--- config.mk ---
export PLATFORM = sky130hd
export DESIGN_NAME = i3c_bus_access_arbiter
export DESIGN_NICKNAME = d
export VERILOG_FILES = /design/src/rtl/i3c_bus_access_arbiter.sv
export SDC_FILE = /design/constraint.sdc
export NUM_CORES = 1
export LEC_CHECK = 0
export BUFFER_PORTS_ARGS = -buffer_cell sky130_fd_sc_hd__buf_2
export CAP_MARGIN = 20
export CORE_ASPECT_RATIO = 0.6
export CORE_MARGIN = 5
export CORE_UTILIZATION = 61
export CTS_BUF_LIST = sky130_fd_sc_hd__clkbuf_8
export CTS_CLUSTER_SIZE = 40
export DETAILED_ROUTE_END_ITERATION = 10
export HOLD_SLACK_MARGIN = 0.05
export PLACE_DENSITY = 0.82
export SLEW_MARGIN = 20
export SYNTH_ARGS = -nofsm -noshare
export SYNTH_HDL_FRONTEND = slang
export SYNTH_SLANG_ARGS = --single-unit
export TNS_END_PERCENT = 5
--- constraint.sdc ---
create_clock -name clk_i -period 2.5 [get_ports clk_i]
set_input_delay 0.25 -clock clk_i [delete_from_list [all_inputs] [get_ports clk_i]]
set_output_delay 0.25 -clock clk_i [all_outputs]
set_load 0.02 [all_outputs]
--- src/rtl/i3c_bus_access_arbiter.sv ---
// Shares a wired-AND I3C bus between NumReq agents by watching START/STOP and issuing one-hot grants.
// Optional build macro I3C_ARB_FIXED_PRIO_EN selects lowest-index-wins instead of round-robin.
module i3c_bus_access_arbiter #(
  parameter int NumReq        = 3,
  parameter int BusFreeCycles = 8,
  parameter int BusIdleCycles = 64,
  parameter int GrantTimeout  = 32
) (
  input  logic                      clk_i,
  input  logic                      rst_i,
  input  logic                      scl_i,
  input  logic                      sda_i,
  input  logic [NumReq-1:0]         req_i,
  output logic [NumReq-1:0]         gnt_o,
  output logic [$clog2(NumReq)-1:0] owner_o,
  output logic                      bus_free_o,
  output logic                      busy_o,
  output logic                      foreign_start_o,
  output logic                      timeout_o
);

  localparam int OwnW   = $clog2(NumReq);
  localparam int OwnW1  = OwnW + 1;
  localparam int CntMax = (BusFreeCycles > BusIdleCycles) ? BusFreeCycles : BusIdleCycles;
  localparam int CntW   = $clog2(CntMax + 1);
  localparam int TmrW   = $clog2(GrantTimeout + 1);
  localparam logic [NumReq-1:0] OneHotLsb = NumReq'(1);

  typedef enum logic [2:0] {
    ST_INIT      = 3'd0,
    ST_WAIT_FREE = 3'd1,
    ST_FREE      = 3'd2,
    ST_GRANT     = 3'd3,
    ST_OWNED     = 3'd4,
    ST_BUSY      = 3'd5
  } state_e;

  state_e            state_r;
  state_e            state_nxt_s;
  logic [1:0]        scl_sync_r;
  logic [1:0]        sda_sync_r;
  logic              scl_hist_r;
  logic              sda_hist_r;
  logic              start_det_s;
  logic              stop_det_s;
  logic              start_s;
  logic              stop_s;
  logic [CntW-1:0]   free_cnt_r;
  logic [CntW-1:0]   free_cnt_inc_s;
  logic [TmrW-1:0]   timer_r;
  logic [OwnW-1:0]   owner_r;
  logic [OwnW-1:0]   owner_nxt_s;
  logic [OwnW-1:0]   sel_s;
  logic              sel_vld_s;
  logic              grant_s;
  logic              foreign_s;
  logic              timeout_s;
  logic [NumReq-1:0] gnt_nxt_s;
  logic              bus_free_nxt_s;
  logic              busy_nxt_s;
  logic [NumReq-1:0] gnt_r;
  logic              bus_free_r;
  logic              busy_r;
  logic              foreign_r;
  logic              timeout_r;

  // Synchronizer and history flops; reset to the idle-high bus level so no edge is invented.
  always_ff @(posedge clk_i or posedge rst_i) begin
    if (rst_i) begin
      scl_sync_r <= 2'b11;
      sda_sync_r <= 2'b11;
      scl_hist_r <= 1'b1;
      sda_hist_r <= 1'b1;
    end else begin
      scl_sync_r <= {scl_sync_r[0], scl_i};
      sda_sync_r <= {sda_sync_r[0], sda_i};
      scl_hist_r <= scl_sync_r[1];
      sda_hist_r <= sda_sync_r[1];
    end
  end

  assign start_det_s = scl_sync_r[1] & scl_hist_r & sda_hist_r & ~sda_sync_r[1];
  assign stop_det_s  = scl_sync_r[1] & scl_hist_r & ~sda_hist_r & sda_sync_r[1];
  // STOP dominates should both detectors ever fire together.
  assign start_s     = start_det_s & ~stop_det_s;
  assign stop_s      = stop_det_s;

  // Saturating idle-high counter value for this cycle.
  always_comb begin
    free_cnt_inc_s = CntW'(0);
    if (scl_sync_r[1] && sda_sync_r[1]) begin
      if (free_cnt_r >= CntW'(CntMax)) begin
        free_cnt_inc_s = free_cnt_r;
      end else begin
        free_cnt_inc_s = free_cnt_r + CntW'(1);
      end
    end else begin
      free_cnt_inc_s = CntW'(0);
    end
  end

`ifdef I3C_ARB_FIXED_PRIO_EN
  // Fixed priority: scanning downward lets the lowest asserted index win.
  always_comb begin
    sel_s     = OwnW'(0);
    sel_vld_s = |req_i;
    for (int i = NumReq - 1; i >= 0; i--) begin
      sel_s = req_i[i] ? OwnW'(i) : sel_s;
    end
  end
`else
  logic [OwnW-1:0]  rr_ptr_r;
  logic [OwnW1-1:0] cand_s;

  function automatic logic [OwnW-1:0] wrap_inc(input logic [OwnW-1:0] v);
    return (v == OwnW'(NumReq - 1)) ? OwnW'(0) : v + OwnW'(1);
  endfunction

  // Round-robin: first asserted request at or after the pointer, wrapping.
  always_comb begin
    sel_s     = OwnW'(0);
    sel_vld_s = 1'b0;
    cand_s    = OwnW1'(0);
    for (int i = 0; i < NumReq; i++) begin
      cand_s    = {1'b0, rr_ptr_r} + OwnW1'(i);
      cand_s    = (cand_s >= OwnW1'(NumReq)) ? cand_s - OwnW1'(NumReq) : cand_s;
      sel_s     = (!sel_vld_s && req_i[cand_s[OwnW-1:0]]) ? cand_s[OwnW-1:0] : sel_s;
      sel_vld_s = sel_vld_s | req_i[cand_s[OwnW-1:0]];
    end
  end

  // Round-robin pointer moves past the owner on every grant and on every timeout.
  always_ff @(posedge clk_i or posedge rst_i) begin
    if (rst_i) begin
      rr_ptr_r <= OwnW'(0);
    end else if (grant_s) begin
      rr_ptr_r <= wrap_inc(sel_s);
    end else if (timeout_s) begin
      rr_ptr_r <= wrap_inc(owner_r);
    end else begin
      rr_ptr_r <= rr_ptr_r;
    end
  end
`endif

  // State register.
  always_ff @(posedge clk_i or posedge rst_i) begin
    if (rst_i) begin
      state_r <= ST_INIT;
    end else begin
      state_r <= state_nxt_s;
    end
  end

  // Next-state logic; a START always beats a grant that would issue in the same cycle.
  always_comb begin
    state_nxt_s = state_r;
    grant_s     = 1'b0;
    foreign_s   = 1'b0;
    timeout_s   = 1'b0;
    case (state_r)
      ST_INIT: begin
        if (start_s) begin
          state_nxt_s = ST_BUSY;
        end else if (free_cnt_inc_s >= CntW'(BusIdleCycles)) begin
          state_nxt_s = ST_FREE;
        end else begin
          state_nxt_s = ST_INIT;
        end
      end
      ST_WAIT_FREE: begin
        if (start_s) begin
          state_nxt_s = ST_BUSY;
        end else if (free_cnt_inc_s >= CntW'(BusFreeCycles)) begin
          state_nxt_s = ST_FREE;
        end else begin
          state_nxt_s = ST_WAIT_FREE;
        end
      end
      ST_FREE: begin
        if (start_s) begin
          state_nxt_s = ST_BUSY;
          foreign_s   = 1'b1;
        end else if (sel_vld_s) begin
          state_nxt_s = ST_GRANT;
          grant_s     = 1'b1;
        end else begin
          state_nxt_s = ST_FREE;
        end
      end
      ST_GRANT: begin
        if (start_s) begin
          state_nxt_s = ST_OWNED;
        end else if (!req_i[owner_r]) begin
          state_nxt_s = ST_FREE;
        end else if (timer_r >= TmrW'(GrantTimeout - 1)) begin
          state_nxt_s = ST_FREE;
          timeout_s   = 1'b1;
        end else begin
          state_nxt_s = ST_GRANT;
        end
      end
      ST_OWNED: begin
        if (stop_s) begin
          state_nxt_s = ST_WAIT_FREE;
        end else begin
          state_nxt_s = ST_OWNED;
        end
      end
      ST_BUSY: begin
        if (stop_s) begin
          state_nxt_s = ST_WAIT_FREE;
        end else begin
          state_nxt_s = ST_BUSY;
        end
      end
      default: begin
        state_nxt_s = ST_INIT;
      end
    endcase
  end

  // Free counter restarts on entry to WAIT_FREE; grant timer runs only while parked in GRANT.
  always_ff @(posedge clk_i or posedge rst_i) begin
    if (rst_i) begin
      free_cnt_r <= CntW'(0);
      timer_r    <= TmrW'(0);
      owner_r    <= OwnW'(0);
    end else begin
      free_cnt_r <= (state_nxt_s == ST_WAIT_FREE && state_r != ST_WAIT_FREE) ? CntW'(0) : free_cnt_inc_s;
      timer_r    <= (state_nxt_s == ST_GRANT && state_r == ST_GRANT) ? timer_r + TmrW'(1) : TmrW'(0);
      owner_r    <= owner_nxt_s;
    end
  end

  // Output decode from the next state so every output comes straight off a flop.
  always_comb begin
    owner_nxt_s    = grant_s ? sel_s : owner_r;
    gnt_nxt_s      = NumReq'(0);
    bus_free_nxt_s = (state_nxt_s == ST_FREE) || (state_nxt_s == ST_GRANT);
    busy_nxt_s     = (state_nxt_s == ST_OWNED) || (state_nxt_s == ST_BUSY);
    if (state_nxt_s == ST_GRANT || state_nxt_s == ST_OWNED) begin
      gnt_nxt_s = OneHotLsb << owner_nxt_s;
    end else begin
      gnt_nxt_s = NumReq'(0);
    end
  end

  // Output registers.
  always_ff @(posedge clk_i or posedge rst_i) begin
    if (rst_i) begin
      gnt_r      <= NumReq'(0);
      bus_free_r <= 1'b0;
      busy_r     <= 1'b0;
      foreign_r  <= 1'b0;
      timeout_r  <= 1'b0;
    end else begin
      gnt_r      <= gnt_nxt_s;
      bus_free_r <= bus_free_nxt_s;
      busy_r     <= busy_nxt_s;
      foreign_r  <= foreign_s;
      timeout_r  <= timeout_s;
    end
  end

  assign gnt_o           = gnt_r;
  assign owner_o         = owner_r;
  assign bus_free_o      = bus_free_r;
  assign busy_o          = busy_r;
  assign foreign_start_o = foreign_r;
  assign timeout_o       = timeout_r;

endmodule

======== Word-level counts from Yosys, hierarchy flattened ========
Index checks and enable logic that the tools add are counted.
storage, ports and cells
  register bits after elaboration ......... 33
  logic and storage cells ................. 116
operators by class
  $add $sub $neg .......................... 9
  order comparisons ....................... 11
  equal/unequal tests ..................... 13
  shift operators ......................... 1
  mux-type cells .......................... 45
  bitwise operators ....................... 11
  reduce and logical (&&, ||, !) cells .... 12
operators by type and width
  kind                                                                                 count
  2-bit two-way mux                                                                    13
  3-bit two-way mux                                                                    7
  7-bit two-way mux                                                                    3
  3-bit one-hot mux with 6 select lines                                                1
  1-bit two-way mux                                                                    16
  7-bit greater-or-equal comparator, second input constant                             2
  3-bit by 2-bit == test with 1-bit output, second input constant                      4
  3-bit == test, second input constant                                                 4
  2-bit by 3-bit < comparator with 1-bit output, second input constant                 4
  1-bit binary-select mux with 2-bit select                                            4
  7-bit by 1-bit adder with 7-bit output, second input constant                        1
  7-bit by 4-bit greater-or-equal comparator with 1-bit output, second input constant  1
  6-bit by 1-bit adder with 6-bit output, second input constant                        1
  1-bit AND                                                                            6
  3-bit by 1-bit == test with 1-bit output, second input constant                      2
  3-bit by 2-bit greater-or-equal comparator with 1-bit output, second input constant  2
  6-bit by 5-bit greater-or-equal comparator with 1-bit output, second input constant  1
  6-bit two-way mux                                                                    1
  2-bit subtractor, second input constant                                              3
  1-bit logical AND                                                                    5
  2-bit by 1-bit adder with 2-bit output, second input constant                        2
  2-bit == test, second input constant                                                 2
  2-bit by 1-bit adder with 3-bit output, second input constant                        1
  2-bit by 2-bit adder with 3-bit output, second input constant                        1
  9 further kinds                                                                      15

======== Depth between registers and ports, before layout ========
Gate-level depths: netlist (run 1).
  depth in word-level cells ............... 13
  mapped depth ............................ 7

======== Worst setup path before layout (run 1) ========
Ideal clock, no wire load.
  kind .................................... register to register
  start point ............................. register rr_ptr_r[0]
  end point ............................... register free_cnt_r[0]
  arrival ................................. 1.968 ns
  data required time ...................... 2.361 ns
  setup slack ............................. 0.393 ns
  stages on the path, launching flop included .. 8
  path buffers ............................ 0
  cells stage by stage .................... dfrtp_1 -> inv_1 -> ha_1 -> o21ai_2 -> a311oi_2 -> or4_4 -> a311oi_4 -> a211oi_1
on the way
  word-level cells in the longest chain between the ends .. 13
  elaborated cells between the ends (all ways) .. 25
ends and longest elaborated chain
  element                                                                                                  line  RTL
  start: declaration                                                                                       112   logic [OwnW-1:0] rr_ptr_r;
  start signal: assignment                                                                                 135   rr_ptr_r <= OwnW'(0);
  start signal: assignment                                                                                 137   rr_ptr_r <= wrap_inc(sel_s);
  start signal: assignment                                                                                 139   rr_ptr_r <= wrap_inc(owner_r);
  2-bit by 1-bit adder with 3-bit output                                                                   125   cand_s = {1'b0, rr_ptr_r} + OwnW1'(i);
  3-bit by 2-bit greater-or-equal comparator with 1-bit output / 2-bit subtractor (equally long branches)  126   cand_s = (cand_s >= OwnW1'(NumReq)) ? cand_s - OwnW1'(NumReq) : cand_s;
  2-bit two-way mux                                                                                        126
  1-bit binary-select mux with 2-bit select                                                                128   sel_vld_s = sel_vld_s | req_i[cand_s[OwnW-1:0]];
  1-bit two-way mux (not written as such)                                                                  128
  1-bit OR                                                                                                 128
  1-bit OR (*)                                                                                             128
  1-bit two-way mux (*)                                                                                    184   end else if (sel_vld_s) begin
  3-bit two-way mux (*)                                                                                    181   if (start_s) begin
  3-bit one-hot mux with 6 select lines (*)                                                                161   case (state_r)
  3-bit by 1-bit == test with 1-bit output (*)                                                             230   free_cnt_r <= (state_nxt_s == ST_WAIT_FREE && state_r != ST_WAIT_FREE) ? CntW'(0) : free_cnt_inc_s;
  1-bit logical AND (*)                                                                                    230
  7-bit two-way mux (*)                                                                                    230
  end signal: assignment                                                                                   226   free_cnt_r <= CntW'(0);
  end signal: assignment                                                                                   230
  end: declaration                                                                                         48    logic [CntW-1:0] free_cnt_r;
Mark *: on every way between the ends. The rest lies on a longest branch, timed or not. The select of a mux whose other input is x is not followed.
A chain may end at the register's enable or synchronous reset.

======== Final worst setup path (run 1) ========
  start point ............................. register rr_ptr_r[0]
  end point ............................... register free_cnt_r[4]
The elaborated chain is that of the path after synthesis.

==> results of run 1 <==
-- through the flow --
stage	hold WS [ps]	util (%)
floorplan	254	-
global placement	339	69.9
detailed placement	347	69.9
CTS	57.0	74.5
global route	359	74.9
finish	356	74.9
-- where the power goes --
part           switching [mW]  leakage, nW  internal [mW]
logic                  0.0989        0.404         0.0646
registers              0.0243        0.423          0.565
clock network           0.187       0.0542          0.248
-- logic make-up (layout without fill, tap and decap cells) --
family / after synthesis / in the layout / share of synthesized area, %
mux: 5 / 5 / 2.98
xor+xnor: 9 / 9 / 4.57
buf+inv: 17 / 41 / 4.35
fa+ha+maj: 6 / 6 / 4.21
flops: 33 / 33 / 48.3
simple gates: 49 / 49 / 16.4
compound gates: 42 / 42 / 19.2
-- sequential cells by signal (all words and copies together) (netlist names), 2 cells and up --
signal / flops
gnt_o: 3
free_cnt_r: 7
timer_r: 6
state_r: 3
owner_o: 2
scl_sync_r: 2
sda_sync_r: 2
rr_ptr_r: 2
-- final cells by class --
cell class	instances	area [sq um]
well taps	32	40.0
inverters	14	52.6
clock inverters	1	5.00
multi-input cells	111	816
clock buffers	7	96.3
fillers	174	654
flip-flops and latches	33	833
repair buffers	19	113
-- Yosys cell counts, types with 2 or more instances --
library cell	count	area, sq um
sky130_fd_sc_hd__a211oi_1	7	52.6
sky130_fd_sc_hd__a21oi_1	4	20.0
sky130_fd_sc_hd__a221oi_1	3	26.3
sky130_fd_sc_hd__a31oi_1	4	25.0
sky130_fd_sc_hd__dfrtp_1	27	676
sky130_fd_sc_hd__dfstp_2	6	158
sky130_fd_sc_hd__ha_1	5	62.6
sky130_fd_sc_hd__inv_1	14	52.6
sky130_fd_sc_hd__mux2i_1	4	40.0
sky130_fd_sc_hd__nand2_1	7	26.3
sky130_fd_sc_hd__nand3_1	6	30.0
sky130_fd_sc_hd__nor2_1	13	48.8
sky130_fd_sc_hd__nor2b_1	4	25.0
sky130_fd_sc_hd__nor3_1	2	10.0
sky130_fd_sc_hd__nor4_1	2	12.5
sky130_fd_sc_hd__o21a_1	2	15.0
sky130_fd_sc_hd__o21ai_0	8	40.0
sky130_fd_sc_hd__or4_4	2	22.5
sky130_fd_sc_hd__xnor2_1	4	35.0
sky130_fd_sc_hd__xor2_1	5	43.8
-- per-layer routing --
metal / track usage [%] / vias up
met2: 31.1 / 42
met3: 8.60 / 2
met1: 26.3 / 638
li1: - / 634
met4: 8.72 / 0
met5: 0 / -
-- worst max-delay path by stage --
stage,cells past startpoint,from,end
final,7,rr_ptr_r[0],free_cnt_r[4]
after floorplan,7,rr_ptr_r[0],free_cnt_r[0]
after detailed placement,7,rr_ptr_r[1],free_cnt_r[4]
after CTS,7,rr_ptr_r[1],free_cnt_r[4]
after global routing,7,rr_ptr_r[1],free_cnt_r[5]
after global placement,7,rr_ptr_r[0],free_cnt_r[5]
-- repair_timing --
action / in CTS / in global routing
endpoints found under the setup margin: 0 / 0
endpoints found under the hold margin: 28 / 1
buffers inserted: 0 / 0
resized for setup: 0 / 0
hold buffers: 2 / 1
==> results list, run 1 <==
* Status: finished clean
- The initial antenna violation count came to 0.
* Average routed wire per standard cell: 16.6 microns
- Across the VDD grid, the largest voltage drop is 0.448 mV.
- In the routed design, unresolved DRC markers number 0.
- The die covers 4020 sq um.
- H-tree levels: 2
* Mapped Avg Cell Area: 10.7 sq um
- 0 antenna diodes ended up in the layout.
- RSZ-0062 raised after global routing: false
- After detailed routing, the number of vias per cell comes to between 6 and 7.
* Worst Path Max Fanout: 7
- Worst relative slew slack: 59.8%
- Met2 Routed Length: 1.67 mm
- Buffers placed on the I/O ports in this run total 15.
* Register clock-pin slew on the reported worst setup and hold paths: approximately 60 ps
- The signal on the critical path passes through inv_1 > ha_1 > o21ai_2 > a311oi_2 > or4_4 > a311oi_4 > a211oi_1.
- Global Route Usage Sum: 20.6%
- Count of nets after finishing: 196
- Maximum number of pins on one net before global-route repair: 34
- Gate count of the mapped netlist: 161
- Latest clock arrival within the worst-skew pair: between 200 and 300 ps
- Final Cycle Share: 94.5%
* #FFs+latches synth: 33
- Area growth from synthesis to layout: 13.4%
* Critical Path AT: 2510 ps
* Maximum root-to-sink buffer count: 2
* CTS Sinks: 33
- CP max-delay cell: sky130_fd_sc_hd__or4_4
* Yosys synthesis warning count: 0
- For this run, asynchronously set or reset flops after synthesis account for 100%.
* Proportion of synthesized chip area in sequential cells: ~48%
- Top Family by Delay on Critical Path: compound AO/OA/AOI/OAI gates
- Non-filler instance count after layout: 217
* Vias in the first global route: around 1200
- Static leakage: 0.881 nW
- Final number of setup-violating endpoints: 0
* Rows: 14
* Final setup skew: 5.83 ps
- For this block, wires on met1 add up to 1.59 mm.
- The netlist uses 52 different library cells.
- Number of flops mapped to enable cells by yosys: 0
- The worst hold path begins at sda_sync_r[0].
- Capture endpoint of the worst hold path: sda_sync_r[1]
- Power spread over the standard cell area amounts to 608 nW/um^2.
* Share of layout cells above drive strength 1: 24.9%
* Worst hold-check path type: flop to flop
- TritonCTS built the clock tree.
* Crit path capture type: flop
- The total area inside the core boundary comes to between 2000 and 3000 sq um.
- Crit Reg-Reg Startpoint: rr_ptr_r[0]
- Endpoint of the worst-slack reg-to-reg timing path: free_cnt_r[4]
- Data on the critical path is required at its endpoint by ~2700 ps.
- Together, buffers and inverters on the worst path number 1.
* Worst-margin pin slew: 596 ps
* Number of nets with antenna violations after detailed routing: 0
- The congestion estimate from routability-driven global placement came to 0.899.
- The first global-routing pass estimated between 6 and 7 mm of wire.
- Remaining global-route overflow: 0
- Fmax: 423 MHz
- Final worst path period need: 2360 ps
- After routing the design area is around 2000 sq um.
* Placed cell area: 1820 sq um
* Count of cells along the worst hold path: 0
* Post-synth top flop: sky130_fd_sc_hd__dfrtp_1
* Number of top-level design ports: 16
* Half-perimeter wire length of the detailed placement result: 2.63 mm
- Summed over all nets, wire length on met3 after detailed routing comes to 319 microns.
* CTS buffer count: 5
- Measured in cells, the most critical reg-to-reg path has a length of 7.
* Post-Syn Nets: ~170
- Worst path setup slack after routing: about 140 ps
* Uppermost layer routed: met4
* Most common cell after layout, fill and taps aside: sky130_fd_sc_hd__dfrtp_1
- The first detailed-routing pass ran for 4 iterations.
* Number of vias after detailed routing: 1316
- Worst-case setup slack after placement: 181 ps
- Total count of hold-check failures in the final report: 0
- Post-synthesis instance area: 1720 sq um
* Slowest stage delay, CP: 600 ps
* Drt total wl: 3.61 mm
- Worst setup path class: flop to flop
* Initial drt markers: 71
- Across the run, the number of max-cap violations was 0.
- Once the floorplan was initialized, standard cells occupied about 66% of the core.
- DIE HEIGHT: 51.2 microns
- Across all register-to-register paths, the minimum setup slack is 140 ps.
* Top library cells by usage in the layout, fill and taps aside: sky130_fd_sc_hd__dfrtp_1 (27), sky130_fd_sc_hd__buf_2 (15), sky130_fd_sc_hd__inv_1 (14)
* Final sum of negative setup slack: 0 ps
- Cells after DPL: a little over 200
* Floorplan die width: roughly 79 microns
- The design draws 1.19 mW.
- The number of max-slew violations in the final report is 0.
- STA classifies the critical path startpoint as a flop.
* Clock Tree Root: sky130_fd_sc_hd__clkbuf_8
Power figures use the tool's default switching activity.
==> run 2, diff against run 1 <==
--- a/config.mk
+++ b/config.mk
@@ -6,14 +6,14 @@
 export NUM_CORES = 1
 export LEC_CHECK = 0
-export BUFFER_PORTS_ARGS = -buffer_cell sky130_fd_sc_hd__buf_2
 export CAP_MARGIN = 20
 export CORE_ASPECT_RATIO = 0.6
 export CORE_MARGIN = 5
-export CORE_UTILIZATION = 61
+export CORE_UTILIZATION = 65
 export CTS_BUF_LIST = sky130_fd_sc_hd__clkbuf_8
 export CTS_CLUSTER_SIZE = 40
 export DETAILED_ROUTE_END_ITERATION = 10
+export DONT_BUFFER_PORTS = 1
 export HOLD_SLACK_MARGIN = 0.05
-export PLACE_DENSITY = 0.82
+export PLACE_DENSITY = 0.81
 export SLEW_MARGIN = 20
 export SYNTH_ARGS = -nofsm -noshare
==> constraint.sdc (replaced) <==
create_clock -name clk_i -period 2.5 [get_ports clk_i]
set_input_delay 0.5 -clock clk_i [delete_from_list [all_inputs] [get_ports clk_i]]
set_output_delay 0.5 -clock clk_i [all_outputs]
set_load 0.02 [all_outputs]
==> results list, run 2 (same netlist as run 1, synthesis figures left out) <==
- For this design the static power due to leakage is slightly above 0.8 nW.
- Cell area after layout: 1880 sq um
- The wire-length estimate of the detail-placed layout is between 2 and 3 mm.
- Number of nets with antenna violations after detailed routing: 0
- Type of origin of the critical path: flop
- Status: finished clean
- Counting every sink on the clock net gives 33.
- H-tree levels: 2
- The number of max-slew violations in the final report was 0.
* Global Route Usage Sum: about a fifth
* Weighted congestion reported at the end of routability-driven placement: 0.851
- Post-route core utilization: 74.7%
- Register name with the most flops: free_cnt_r
* Worst path setup slack after routing: 152 ps
- Max reg flops: 7
* Post-CTS Setup Bufs: 0
- Maximum root-to-sink buffer count: 2
- The repair_antennas step left the layout with diodes totalling 0.
- The design draws approximately 1.2 mW.
- Relative to the synthesized area, the layout overhead comes to 9.22%.
- Final number of setup-violating endpoints: 0
- Of all nets on the critical path, the largest fanout is 7.
- Setup repair after global routing left no endpoint under its margin.
* Worst vdd rail ir drop: 0.460 mV
- Drt total wl: 3.45 mm
* Initial drt markers: between 80 and 90
* CTS buffer count: 5
* Maxcap violations: 0
* Effective utilization at floorplan: a little under 70%
- Worst EP required: between 2000 and 3000 ps
- Crit path capture type: flop
* DRC violation count after routing: 0
- Final worst path period need: 2350 ps
- Total count of hold-check failures in the final report: 0
- In this run the cell area measured after placement is 1760 sq um.
* Clock tree from TritonCTS: yes
- Vias in the first global route: about 1200
* Number of top-level design ports: 16
* Final setup skew: about 5.4 ps
- Headroom to the max-slew limit came out at 55.8%.
- Before antenna repair, the detailed router went through 4 iterations.
- During placement, the flow inserted port buffers numbering 0.
- After routing, the total negative slack on setup checks comes to 0 ps.
* Power density normalized to cell area: approximately 630 nW/um^2
- Timing analysis after detailed placement gives a worst setup slack of 201 ps.
- Worst setup path class: flop to flop
* Floorplan die width: 76.5 microns
- The library cell used most frequently in the layout, excluding fill and tap cells, is sky130_fd_sc_hd__dfrtp_1.
- The largest registers in the layout are free_cnt_r (7), timer_r (6).
- Count of nets after finishing: 179
- The floorplan has 14 rows.
- Maximum number of pins on one net before global-route repair: 34
- Area enclosed by the die boundary: between 3000 and 4000 sq um
- Wire length of the first global-routing pass: 5.91 mm
- The detailed router placed 1266 vias in this run.
* Worst hold-check path type: primary input to asynchronous set/reset pin
* Top library cells by usage in the layout, fill and taps aside: sky130_fd_sc_hd__dfrtp_1 (27), sky130_fd_sc_hd__inv_1 (14), sky130_fd_sc_hd__nor2_1 (13)
- In this run the standard cell core region covers ~2500 sq um.
- After clock tree synthesis, the clock-pin slew on the worst setup and hold paths is 70 ps.
- Vias/cell: 6.33
* Worst-margin pin slew: 657 ps
- Latest clock arrival within the worst-skew pair: 280 ps
* Remaining global-route overflow: 0
- In this run the clock root is driven by a sky130_fd_sc_hd__clkbuf_8.
- The initial antenna violation count is 0.
* Final Cycle Share: between 90% and 100%
- In this run the vertical extent of the chip is 49.9 microns.
- For this design, the CTS-stage hold fixing added 0 buffers.
* Share of layout cells above drive strength 1: a little over a fifth
- Average routed wire per standard cell: 17.3 microns
- Critical Path AT: 2530 ps
- Static timing analysis puts the maximum clock frequency at around 430 MHz.
## run 2: cell type report
| type | count | area [sq um] |
|---|---|---|
| sequential | 33 | 833 |
| inverter | 14 | 52.6 |
| timing repair buffer | 2 | 15.0 |
| clock buffer | 7 | 96.3 |
| tap | 32 | 40.0 |
| multi-input combinational | 111 | 841 |
| fill | 180 | 639 |
| clock inverter | 1 | 5.00 |
## run 2: path summary, 6_finish.rpt
path | from | to | slack, ps | cells past startpoint
max in group asynchronous | rst_i | scl_hist_r | 1980 | 2
hold / removal | rst_i | free_cnt_r[0] | 200 | 2
hold reg to reg | sda_sync_r[0] | sda_sync_r[1] | 360 | 0
setup reg to reg | rr_ptr_r[0] | gnt_o[2] | 150 | 7
min in group clk_i | scl_i | scl_sync_r[0] | 210 | 0
setup / recovery | rr_ptr_r[0] | gnt_o[2] | 150 | 7
## run 2: where the power goes
group	switching [mW]	internal [mW]	total [mW]	leakage [nW]
clock	0.192	0.249	0.441	0.0542
sequential	0.0378	0.565	0.603	0.423
combinational	0.0880	0.0579	0.146	0.332
## run 2: what timing repair did
action / in CTS / in global routing
setup endpoints to repair: 0 / 2
gates resized for setup: 0 / 4
hold endpoints to repair: 0 / 0
## run 2: through the flow
step	cells	hold WS [ps]
floorplan	161	345
global placement	192	347
detailed placement	192	347
CTS	200	207
global route	200	197
finish	200	198
## run 2: worst max-delay path, cell delays in order (launching register included)
cell and delay (ps):
sky130_fd_sc_hd__dfrtp_1 360, sky130_fd_sc_hd__inv_1 60, sky130_fd_sc_hd__ha_1 420, sky130_fd_sc_hd__o21ai_2 100, sky130_fd_sc_hd__a311oi_2 380, sky130_fd_sc_hd__or4_4 230
sky130_fd_sc_hd__o2111ai_1 300, sky130_fd_sc_hd__a221oi_2 390
## run 2: per-layer routing
layer  GRT usage, %  up-vias  wire length [microns]
li1               -      603                      -
met1           27.7      612                   1640
met2           29.4       46                   1560
met3           5.09        5                    228
met4           5.81        0                     26
met5              0        -                      0
